## src/rtl/seven_seg_if.sv

```systemverilog
// Signal bundle between the memory-game controller side and the seven-segment scanner.
// The scan and blink waves are free-running levels, and the digit inputs are sampled levels, so no transfer handshake is needed.
interface seven_seg_if;
    logic        clk_fast;
    logic        clk_1;
    logic [15:0] value;
    logic [3:0]  dp_in;
    logic [3:0]  blank;
    logic [3:0]  blink;
    logic [3:0]  an;
    logic [6:0]  seg;
    logic        dp;
    logic [1:0]  digit_idx;
    logic [1:0]  state_dbg;

    modport master (
        output clk_fast, clk_1, value, dp_in, blank, blink,
        input  an, seg, dp, digit_idx, state_dbg
    );

    modport slave (
        input  clk_fast, clk_1, value, dp_in, blank, blink,
        output an, seg, dp, digit_idx, state_dbg
    );
endinterface

```

## src/rtl/seven_seg_scan.sv

```systemverilog
// Time-multiplexed 4-digit seven-segment scanner with frame latching, blank/blink
// and an all-anodes-off guard interval after every digit advance.
module seven_seg_scan #(
    parameter int GUARD_CYCLES = 16
) (
    input  logic         clk,
    input  logic         rst,
    seven_seg_if.slave   bus
);

    localparam int CNT_W = (GUARD_CYCLES > 1) ? $clog2(GUARD_CYCLES) : 1;
    localparam logic [CNT_W-1:0] CNT_INIT = CNT_W'((GUARD_CYCLES > 0) ? GUARD_CYCLES - 1 : 0);

    typedef enum logic [1:0] {
        IDLE  = 2'd0,
        GUARD = 2'd1,
        DRIVE = 2'd2
    } state_t;

    state_t      state_q, state_d;
    logic [2:0]  fsync_q, fsync_d;
    logic [1:0]  bsync_q, bsync_d;
    logic [CNT_W-1:0] cnt_q, cnt_d;
    logic [1:0]  idx_q, idx_d;
    logic [15:0] value_sh_q, value_sh_d;
    logic [3:0]  dp_sh_q, dp_sh_d;
    logic [3:0]  blank_sh_q, blank_sh_d;
    logic [3:0]  blink_sh_q, blink_sh_d;
    logic [3:0]  an_q, an_d;
    logic [6:0]  seg_q, seg_d;
    logic        dp_q, dp_d;

    logic        scan_tick;
    logic        blink_s;
    logic        dark;
    logic [3:0]  nibble;

    function automatic logic [6:0] decode(input logic [3:0] nib);
        logic [6:0] s;
        case (nib)
            4'h0: s = 7'b1000000;
            4'h1: s = 7'b1111001;
            4'h2: s = 7'b0100100;
            4'h3: s = 7'b0110000;
            4'h4: s = 7'b0011001;
            4'h5: s = 7'b0010010;
            4'h6: s = 7'b0000010;
            4'h7: s = 7'b1111000;
            4'h8: s = 7'b0000000;
            4'h9: s = 7'b0010000;
            4'hA: s = 7'b0001000;
            4'hB: s = 7'b0000011;
            4'hC: s = 7'b1000110;
            4'hD: s = 7'b0100001;
            4'hE: s = 7'b0000110;
            default: s = 7'b0001110;
        endcase
        return s;
    endfunction

    always_ff @(posedge clk or posedge rst) begin
        if (rst) begin
            state_q    <= IDLE;
            fsync_q    <= '0;
            bsync_q    <= '0;
            cnt_q      <= '0;
            idx_q      <= 2'd3;
            value_sh_q <= '0;
            dp_sh_q    <= '0;
            blank_sh_q <= '0;
            blink_sh_q <= '0;
            an_q       <= 4'hF;
            seg_q      <= 7'h7F;
            dp_q       <= 1'b1;
        end else begin
            state_q    <= state_d;
            fsync_q    <= fsync_d;
            bsync_q    <= bsync_d;
            cnt_q      <= cnt_d;
            idx_q      <= idx_d;
            value_sh_q <= value_sh_d;
            dp_sh_q    <= dp_sh_d;
            blank_sh_q <= blank_sh_d;
            blink_sh_q <= blink_sh_d;
            an_q       <= an_d;
            seg_q      <= seg_d;
            dp_q       <= dp_d;
        end
    end

    always_comb begin
        state_d    = state_q;
        cnt_d      = cnt_q;
        idx_d      = idx_q;
        value_sh_d = value_sh_q;
        dp_sh_d    = dp_sh_q;
        blank_sh_d = blank_sh_q;
        blink_sh_d = blink_sh_q;
        fsync_d    = {fsync_q[1:0], bus.clk_fast};
        bsync_d    = {bsync_q[0], bus.clk_1};
        scan_tick  = fsync_q[1] & ~fsync_q[2];
        blink_s    = bsync_q[1];

        // A tick advances the digit from any state, including one mid-guard.
        if (scan_tick) begin
            idx_d = idx_q + 2'd1;
            if (idx_q == 2'd3) begin
                value_sh_d = bus.value;
                dp_sh_d    = bus.dp_in;
                blank_sh_d = bus.blank;
                blink_sh_d = bus.blink;
            end
            if (GUARD_CYCLES > 0) begin
                state_d = GUARD;
                cnt_d   = CNT_INIT;
            end else begin
                state_d = DRIVE;
            end
        end else begin
            case (state_q)
                GUARD: begin
                    if (cnt_q == '0) state_d = DRIVE;
                    else             cnt_d   = cnt_q - CNT_W'(1);
                end
                default: state_d = state_q;
            endcase
        end

        // Outputs are computed from next-state values so they are registered
        // and already correct on the first DRIVE cycle.
        nibble = value_sh_d[{idx_d, 2'b00} +: 4];
        dark   = blank_sh_d[idx_d] | (blink_sh_d[idx_d] & blink_s);
        if (state_d == DRIVE && !dark) begin
            an_d  = ~(4'b0001 << idx_d);
            seg_d = decode(nibble);
            dp_d  = ~dp_sh_d[idx_d];
        end else begin
            an_d  = 4'hF;
            seg_d = 7'h7F;
            dp_d  = 1'b1;
        end
    end

    assign bus.an        = an_q;
    assign bus.seg       = seg_q;
    assign bus.dp        = dp_q;
    assign bus.digit_idx = idx_q;
    assign bus.state_dbg = state_q;

endmodule

```

## src/flat_wrapper.sv

```systemverilog
// flat-port wrapper written by rule: the top's interface ports become plain ports
module seven_seg_scan_flat 
#(
    parameter int GUARD_CYCLES = 16
)
  (clk, rst, bus_clk_fast, bus_clk_1, bus_value, bus_dp_in, bus_blank, bus_blink, bus_an, bus_seg, bus_dp, bus_digit_idx, bus_state_dbg);
  seven_seg_if bus_i ();
  input  logic clk;
  input  logic rst;
  input wire logic [$bits(bus_i.clk_fast)-1:0] bus_clk_fast;
  input wire logic [$bits(bus_i.clk_1)-1:0] bus_clk_1;
  input wire logic [$bits(bus_i.value)-1:0] bus_value;
  input wire logic [$bits(bus_i.dp_in)-1:0] bus_dp_in;
  input wire logic [$bits(bus_i.blank)-1:0] bus_blank;
  input wire logic [$bits(bus_i.blink)-1:0] bus_blink;
  output wire logic [$bits(bus_i.an)-1:0] bus_an;
  output wire logic [$bits(bus_i.seg)-1:0] bus_seg;
  output wire logic [$bits(bus_i.dp)-1:0] bus_dp;
  output wire logic [$bits(bus_i.digit_idx)-1:0] bus_digit_idx;
  output wire logic [$bits(bus_i.state_dbg)-1:0] bus_state_dbg;
  assign bus_i.clk_fast = bus_clk_fast;
  assign bus_i.clk_1 = bus_clk_1;
  assign bus_i.value = bus_value;
  assign bus_i.dp_in = bus_dp_in;
  assign bus_i.blank = bus_blank;
  assign bus_i.blink = bus_blink;
  assign bus_an = bus_i.an;
  assign bus_seg = bus_i.seg;
  assign bus_dp = bus_i.dp;
  assign bus_digit_idx = bus_i.digit_idx;
  assign bus_state_dbg = bus_i.state_dbg;
  seven_seg_scan #(.GUARD_CYCLES(GUARD_CYCLES)) u_core (.clk(clk), .rst(rst), .bus(bus_i));
endmodule
```

## config.mk

```make
export PLATFORM = sky130hd
export DESIGN_NAME = seven_seg_scan_flat
export DESIGN_NICKNAME = d
export VERILOG_FILES = /design/src/rtl/seven_seg_if.sv /design/src/rtl/seven_seg_scan.sv /design/src/flat_wrapper.sv
export SDC_FILE = /design/constraint.sdc
export NUM_CORES = 1
export LEC_CHECK = 0
export CORE_MARGIN = 2
export CORE_UTILIZATION = 40
export CTS_CLUSTER_SIZE = 20
export DETAILED_ROUTE_END_ITERATION = 6
export GPL_TIMING_DRIVEN = 1
export SYNTH_ARGS = -nofsm -noshare
export SYNTH_HDL_FRONTEND = slang
export SYNTH_SLANG_ARGS = --single-unit
```

## constraint.sdc

```tcl
create_clock -name clk -period 4.1 [get_ports clk]
set_input_delay 0.82 -clock clk [delete_from_list [all_inputs] [get_ports clk]]
set_output_delay 0.82 -clock clk [all_outputs]
set_load 0.01 [all_outputs]
```

==> run metrics, run 1 <==
CP Max Fanout=15; Cells after Synth=205; hold_ws=360 ps; final total power=2.24 mW; Final Critical Period=2970 ps; post-layout worst setup margin=1130 ps; most frequent cells in the layout=47 x clkdlybuf4s50_1, 39 x dfrtp_1, 22 x inv_1, 16 x nand2_1, 15 x mux2i_1; count of cell types in the netlist=53; number of max-cap violations=0; Synth Area in XOR/XNOR=1.03%; CORE AREA=6280 um2; post-synth top area cell=dfrtp_1; Initial DRT Pass Iterations=4; ratio of cells with drive above 1 in the final layout=21.3%; Synth Area in Compound Gates=11.9%; status=completed; Mapped Nets=245; vias per cell=5.08; die area=7040 um2; drt drc=0; Peak VDD IR=0.284 mV; combinational share of power=48.0%; vias in the first global route=1712; register area=1340 um2; Max-slew headroom=29.4%; pwr/cell area=702 nW/um2; Area growth syn-to-layout=24.7%; clk buf depth=2; leakage=1.42 nW; Placer Congestion=0.835; Synth top area share=38.2%; Internal=1.39 mW; Cell Area, Placed=3070 um2; Setup Buffers After CTS=0; fill count=575; worst hold path class=register to register; clk_lat worst skew=300 ps; register area share after synthesis=52.6%; Design Area, Final=3180 um2; Sw Share=37.9%; Hold Vio Cnt, Final=0; largest net degree at the start of global routing=54; Crit path largest cell delay=700 ps; clock sinks=53; Psw=0.848 mW; CP required=4310 ps; most used cell, CP=ha_1; GRT overflow=0; clock transition at the registers of the reported paths=90 ps; CP endpoint kind=register; Initial Utilization=40.7%; Period Utilization, post-route=72.4%; Reg power frac=35.9%; crit path kind=register to register; delay-heaviest family, CP=multiplexers; first-pass GRT wire length=8380 um; nets=293; CP Buf/Inv Count=2; Post-synth EDFFs=0; Fin Setup TNS=0 ps; port bufs=47; post-layout util=50.7%; Startpoint Class=register; worst slack, placed=1170 ps; mapped cell area=2550 um2; Clk pwr share=16.1%; adder-cell share of the synthesized area=3.92%; arrival time at the worst endpoint=3180 ps; Die H=83.9 um; initial DRC count=62; Syn Area/Cell=12.5 um2; mux contribution to synthesized area=15.6%; final wirelength=5000 um; via count=1681; WL/cell=15.1 um; asr flop ratio synth=100%; antenna cells=0; commonest non-fill, non-tap cell in the layout=clkdlybuf4s50_1; Finished Layout Cells=331; CTS Buf Count=5; Peak Freq=337 MHz; Worst Skew=6.39 ps; synth warn=0; # rows=29; Tightest Pin Transition=1060 ps; dpl hpwl=3650 um; CTS tree=yes; slowest CP cell=dfstp_2; initial antenna violation count=0; multi-input logic area=1050 um2; Setup-failing EPs final=0; placed cells=323; H-tree Lvls=2; Top FF cell, synth=dfrtp_1; # IOs=48; Die X=83.9 um; largest family of logic cells by synthesized area=multiplexers; #FFs+latches synth=53; crit path cell chain=ha_1 > nand3b_1 > buf_4 > mux2_4 > mux4_2 > inv_1 > ha_1 > o21ai_0 > o311ai_0 > o211ai_1; hold buffers post-CTS=0; Simple-Gate Fraction of Synth Area=8.87%; unrepaired setup endpoints after global routing=false; GRT Total Usage=15.2%; top post-synthesis cells by area=dfrtp_1 38%, dfstp_2 14%, mux2_2 6.2%, mux2i_1 5.9%, ha_1 3.9%; Detail Route Antenna Nets=0; post-CTS sizing=0; clock root buffer=clkbuf_8; fin. max-slew vios=0
[routing by layer]
layer	GRT usage (%)	up-vias	share of wire [%]	routed length [um]
li1	-	820	-	-
met1	21.3	810	48	2370
met2	23.3	44	46	2310
met3	3.46	7	4.6	232
met4	4.99	0	1.6	81
met5	0	-	0	0
[registers in the layout, indices dropped and copies added (netlist names)]
signal / count
u_core.cnt_q: 4
u_core.bus.dp: 1
u_core.dp_sh_q: 4
u_core.bsync_q: 2
u_core.bus.seg: 7
u_core.fsync_q: 3
u_core.blank_sh_q: 4
u_core.bus.an: 4
u_core.bus.state_dbg: 2
u_core.bus.digit_idx: 2
u_core.blink_sh_q: 4
u_core.value_sh_q: 16
[path summary, 6_finish.rpt]
check	start	to	slack, ps	cells after the start
max	u_core.bus.digit_idx[0]	u_core.bus.seg[3]	1130	10
min in group asynchronous	rst	u_core.value_sh_q[4]	1090	2
max in group asynchronous	rst	u_core.dp_sh_q[1]	2360	2
min	u_core.fsync_q[0]	u_core.fsync_q[1]	360	0
min reg2reg	u_core.fsync_q[0]	u_core.fsync_q[1]	360	0
max reg2reg	u_core.bus.digit_idx[0]	u_core.bus.seg[3]	1130	10
[power groups by stage]
stage               Sequential [mW]  Combinational (mW)  Clock (mW)
floorplan                     0.782               0.846           0
global placement              0.805                1.06           0
detailed placement            0.814                1.07           0
CTS                           0.805                1.08       0.374
global route                  0.827                1.21       0.389
finish                        0.803                1.07       0.360
[kinds of logic (layout without fill, tap and decap cells)]
group / Yosys count / after routing
muxes: 34 / 34
and+or+nand+nor: 39 / 39
DFF: 53 / 53
xor gates and xnor gates: 3 / 3
AOI/OAI and AO/OA: 37 / 37
adders and majority gates: 8 / 8
buffers and inverters: 31 / 80
[cell type report]
type	instances	share of cell area, %
Sequential cell	53	42.2
Inverter	23	2.71
Timing Repair Buffer	49	15.3
Clock inverter	1	0.943
Clock buffer	7	2.71
Multi-Input combinational cell	121	33.1
Tap cell	77	3.03
[worst register-to-register path: cells and delay by family (launching register included)]
kind | cells | cell delay [ps]
AOI/OAI and AO/OA | 3 | 370
adders and majority gates | 2 | 460
buffers and inverters | 2 | 380
DFF | 1 | 700
muxes | 2 | 890
and+or+nand+nor | 1 | 100
[synth_stat cells (2+ instances only)]
master and instances:
a21oi_1 5, mux2i_1 15, a31o_2 2, o211ai_1 2, dfstp_2 14, mux2_4 3
nand2_1 16, o221ai_1 2, o21ai_0 4, a31oi_1 2, mux4_2 2, mux2_2 14
nand3_1 3, nor3_1 2, buf_6 2, nand4b_1 2, xnor2_1 2, o22ai_1 2
o22ai_2 2, o31a_1 2, ha_1 8, buf_2 5, inv_1 23, dfrtp_1 39
or3_1 2, a22oi_2 2, o31ai_2 2
(Power assumes the default switching activity.)
==> inputs of run 2 (changes only) <==
PLACE_DENSITY = 0.66   (was not set)
clock period = 2.7 ns   (was 4.1 ns; I/O delays follow)
==> run metrics, run 2 (synthesis results as in run 1) <==
status=completed; Hold EP=u_core.fsync_q[1]; Tightest Pin Transition=603 ps; Die X=83.9 um; WL/cell=14.9 um; port bufs=47; max FFs per register=16; GRT overflow=0; via count=1782; clock root buffer=clkbuf_8; Cell Area, Placed=3150 um2; launch point of the worst reg-to-reg path=u_core.bus.digit_idx[1]; antenna cells=0; Die H=83.9 um; commonest non-fill, non-tap cell in the layout=clkdlybuf4s50_1; clk buf depth=2; reg2reg end=u_core.bus.seg[3]; Initial Utilization=40.7%; first-pass GRT wire length=8400 um; clock transition at the registers of the reported paths=90 ps; pwr/cell area=1080 nW/um2; CTS Buf Count=5; # IOs=48; CP endpoint kind=register; leakage=1.48 nW; Peak VDD IR=0.528 mV; fin. max-slew vios=0; clock sinks=53; H-tree Lvls=2; vias in the first global route=1726; final wirelength=5110 um; Peak Freq=383 MHz; dpl hpwl=3820 um; largest net degree at the start of global routing=21; Final Critical Period=2610 ps; hold path depth=0; Period Utilization, post-route=96.7%; GRT Total Usage=15.1%; number of max-cap violations=0; Detail Route Antenna Nets=0; Max-slew headroom=59.7%; ratio of cells with drive above 1 in the final layout=27.0%; Area growth syn-to-layout=29.2%; crit path kind=register to register; Worst Skew=6.28 ps; initial DRC count=62; Initial DRT Pass Iterations=4; most frequent cells in the layout=47 x clkdlybuf4s50_1, 39 x dfrtp_1, 21 x inv_1, 16 x nand2_1; hold path start=u_core.fsync_q[0]; unrepaired setup endpoints after global routing=true; Placer Congestion=0.759; worst hold path class=register to register; arrival time at the worst endpoint=2830 ps; Hold Vio Cnt, Final=0; vias per cell=5.18; CP Max Fanout=14; hold buffers post-CTS=0; CTS tree=yes; Setup-failing EPs final=0; nets=306; # rows=29; worst reg-to-reg path cell count=10; CP required=2920 ps; R2R Setup Slk=90 ps; CORE AREA=6280 um2; Design Area, Final=3300 um2; Biggest register=u_core.value_sh_q; Startpoint Class=register; die area=7040 um2; clk_lat worst skew=300 ps; initial antenna violation count=0; drt drc=0; final total power=3.58 mW
run 2: final cells by class:
class / count / area [um2]
fill: 570 / 2980
sequential: 53 / 1340
multi-input combinational: 121 / 1070
timing repair buffer: 62 / 587
tap: 77 / 96.3
inverter: 23 / 86.3
clock buffer: 6 / 72.6
clock inverter: 2 / 38.8
run 2: per-layer routing:
layer	global-route usage (%)	vias up	share of wire (%)
li1	-	849	-
met1	20.9	879	46
met2	23.4	50	48
met3	4.35	4	5.0
met4	3.96	0	0.82
met5	0	-	0
run 2: timing repair:
| action | 4_1_cts | 5_1_grt |
|---|---|---|
| setup buffers | 0 | 2 |
| setup endpoints to repair | 0 | 8 |
| resized for setup | 0 | 7 |
run 2: stage by stage:
stage | instances | hold slack [ps] | TNS, ps | utilization (%) | setup slack [ps]
after floorplan | 205 | 331 | 0 | - | 19.7
after global placement | 334 | 335 | 0 | 50.2 | 63.0
after detailed placement | 334 | 342 | 0 | 50.2 | 24.7
after CTS | 342 | 364 | 0 | 51.9 | 0.832
after global routing | 344 | 377 | -60.0 | 52.5 | -33.9
final | 344 | 359 | 0 | 52.5 | 87.9
run 2: worst max-delay path, stage by stage, from the launching register on:
cell	delay, ps
dfstp_2	550
ha_1	130
nand3b_1	90
buf_6	180
mux2_4	310
mux4_2	560
inv_2	120
ha_1	250
o21ai_0	80
o311ai_1	120
o211ai_1	130
run 2: power breakdown:
| part | switching [mW] | internal (mW) |
|---|---|---|
| Clock | 0.253 | 0.278 |
| Combinational | 0.987 | 0.881 |
| Sequential | 0.104 | 1.07 |
run 2: worst max-delay path by stage:
stage / startpoint / to / slack [ps] / cells after the start
finish: u_core.bus.digit_idx[1] / u_core.bus.seg[3] / 90 / 10
global route: u_core.bus.digit_idx[0] / u_core.bus.seg[2] / -30 / 9
CTS: u_core.bus.digit_idx[1] / u_core.bus.seg[3] / 0.8 / 8
detailed placement: u_core.bus.digit_idx[1] / u_core.bus.seg[2] / 20 / 9
global placement: u_core.bus.digit_idx[0] / u_core.bus.seg[2] / 60 / 9
floorplan: u_core.bus.digit_idx[1] / u_core.bus.seg[2] / 20 / 10
==> inputs of run 3 (changes only) <==
PLACE_DENSITY = not set   (was 0.66)
clock period = 2.8 ns   (was 2.7 ns; I/O delays follow)
==> run metrics, run 3 (synthesis results as in run 1) <==
status=completed; Peak Freq=376 MHz; Peak VDD IR=0.578 mV; initial antenna violation count=0; CP Max Fanout=10; Hold Vio Cnt, Final=0; arrival time at the worst endpoint=2900 ps; Cell Area, Placed=3140 um2; hold buffers post-CTS=0; Tightest Pin Transition=629 ps; max FFs per register=16; number of max-cap violations=0; worst hold path class=register to register; Fin Setup TNS=0 ps; WL/cell=15.2 um; Die X=83.9 um; GRT Total Usage=15.6%; most frequent cells in the layout=47 x clkdlybuf4s50_1, 39 x dfrtp_1, 21 x inv_1, 16 x nand2_1, 15 x mux2i_1; Detail Route Antenna Nets=0; launch point of the worst path=u_core.bus.digit_idx[0]; Worst Skew=3.78 ps; Setup-failing EPs final=0; # rows=29; met2 Track Usage GR=23.5%; Final Critical Period=2660 ps; Most Crowded Layer GR=met2; worst slack, placed=67.7 ps; Initial DRT Pass Iterations=4; nets=302; GRT overflow=0; final wirelength=5150 um; H-tree Lvls=2; Design Area, Final=3270 um2; CORE AREA=6280 um2; dpl hpwl=3810 um; multi-input logic area=1060 um2; worst reg-to-reg path cell count=9; ratio of cells with drive above 1 in the final layout=25.1%; first-pass GRT wire length=8660 um; drt drc=0; antenna cells=0; clk_lat worst skew=310 ps; reg2reg end=u_core.bus.seg[2]; port bufs=47; initial DRC count=140; post-layout util=52.1%; pwr/cell area=1050 nW/um2; R2R Setup Slk=140 ps; fill count=580; launch point of the worst reg-to-reg path=u_core.bus.digit_idx[0]; commonest non-fill, non-tap cell in the layout=clkdlybuf4s50_1; vias per cell=5.14; CP endpoint kind=register; hold_ws=364 ps; post-layout worst setup margin=141 ps; M3 GR Usage=3.46%; clk buf depth=2; Area growth syn-to-layout=28.1%; clock root buffer=clkbuf_8; CP required=3040 ps; Biggest register=u_core.value_sh_q; Max-slew headroom=58.0%; fin. max-slew vios=0; Placer Congestion=0.800; unrepaired setup endpoints after global routing=false; leakage=1.47 nW; # IOs=48; via count=1748; Initial Utilization=40.7%; largest net degree at the start of global routing=32; met1 usage=22.3%; Startpoint Class=register; CTS tree=yes; crit path kind=register to register; CTS Buf Count=5; Die H=83.9 um; die area=7040 um2; crit path capture=u_core.bus.seg[2]; clock transition at the registers of the reported paths=90 ps; clock sinks=53; vias in the first global route=1728; register area=1340 um2; Period Utilization, post-route=95.0%
==> run 3: how the worst min path moves through the flow <==
stage,start,end,slack (ps),cells past startpoint
global route,u_core.fsync_q[0],u_core.fsync_q[1],380,0
CTS,u_core.fsync_q[0],u_core.fsync_q[1],370,0
detailed placement,u_core.fsync_q[0],u_core.fsync_q[1],350,0
global placement,u_core.fsync_q[0],u_core.fsync_q[1],330,0
finish,u_core.fsync_q[0],u_core.fsync_q[1],360,0
floorplan,u_core.bsync_q[0],u_core.bsync_q[1],330,0
==> run 3: power breakdown <==
group / internal, mW / leakage, nW / switching, mW
logic: 0.806 / 0.814 / 0.956
registers: 1.03 / 0.596 / 0.0980
clock network: 0.291 / 0.0574 / 0.252
total: 2.13 / 1.47 / 1.31
==> run 3: layout make-up <==
cell class | count | share of cell area (%)
flip-flops and latches | 53 | 41.1
multi-input cells | 121 | 32.3
repair buffers | 58 | 17.3
well taps | 77 | 2.95
inverters | 23 | 2.64
clock buffers | 6 | 2.53
clock inverters | 2 | 1.15
==> run 3: metal layers <==
metal,up-vias,part of all wire [%]
li1,839,-
met1,855,48
met2,47,45
met3,7,4.3
met4,0,1.9
met5,-,0
==> run 3: through the flow <==
stage          total power, mW  instances
3_3_place_gp              2.82        331
6_report                  3.44        340
5_1_grt                   3.71        340
4_1_cts                   3.43        339
2_1_floorplan             2.38        205
3_5_place_dp              2.86        331
==> run 3: worst max-delay path: stages (launching register included) <==
cell      delay, ps
dfstp_2         540
ha_1            140
nand3b_1        100
buf_4           210
mux2_4          310
mux4_2          540
inv_2           110
ha_1            250
inv_1            80
a221o_1         320
==> run 3: repair_timing <==
item / 4_1_cts / 5_1_grt
setup endpoints to repair: 0 / 5
resized for setup: 0 / 3
endpoints found under the hold margin: 0 / 0
setup buffers: 0 / 1
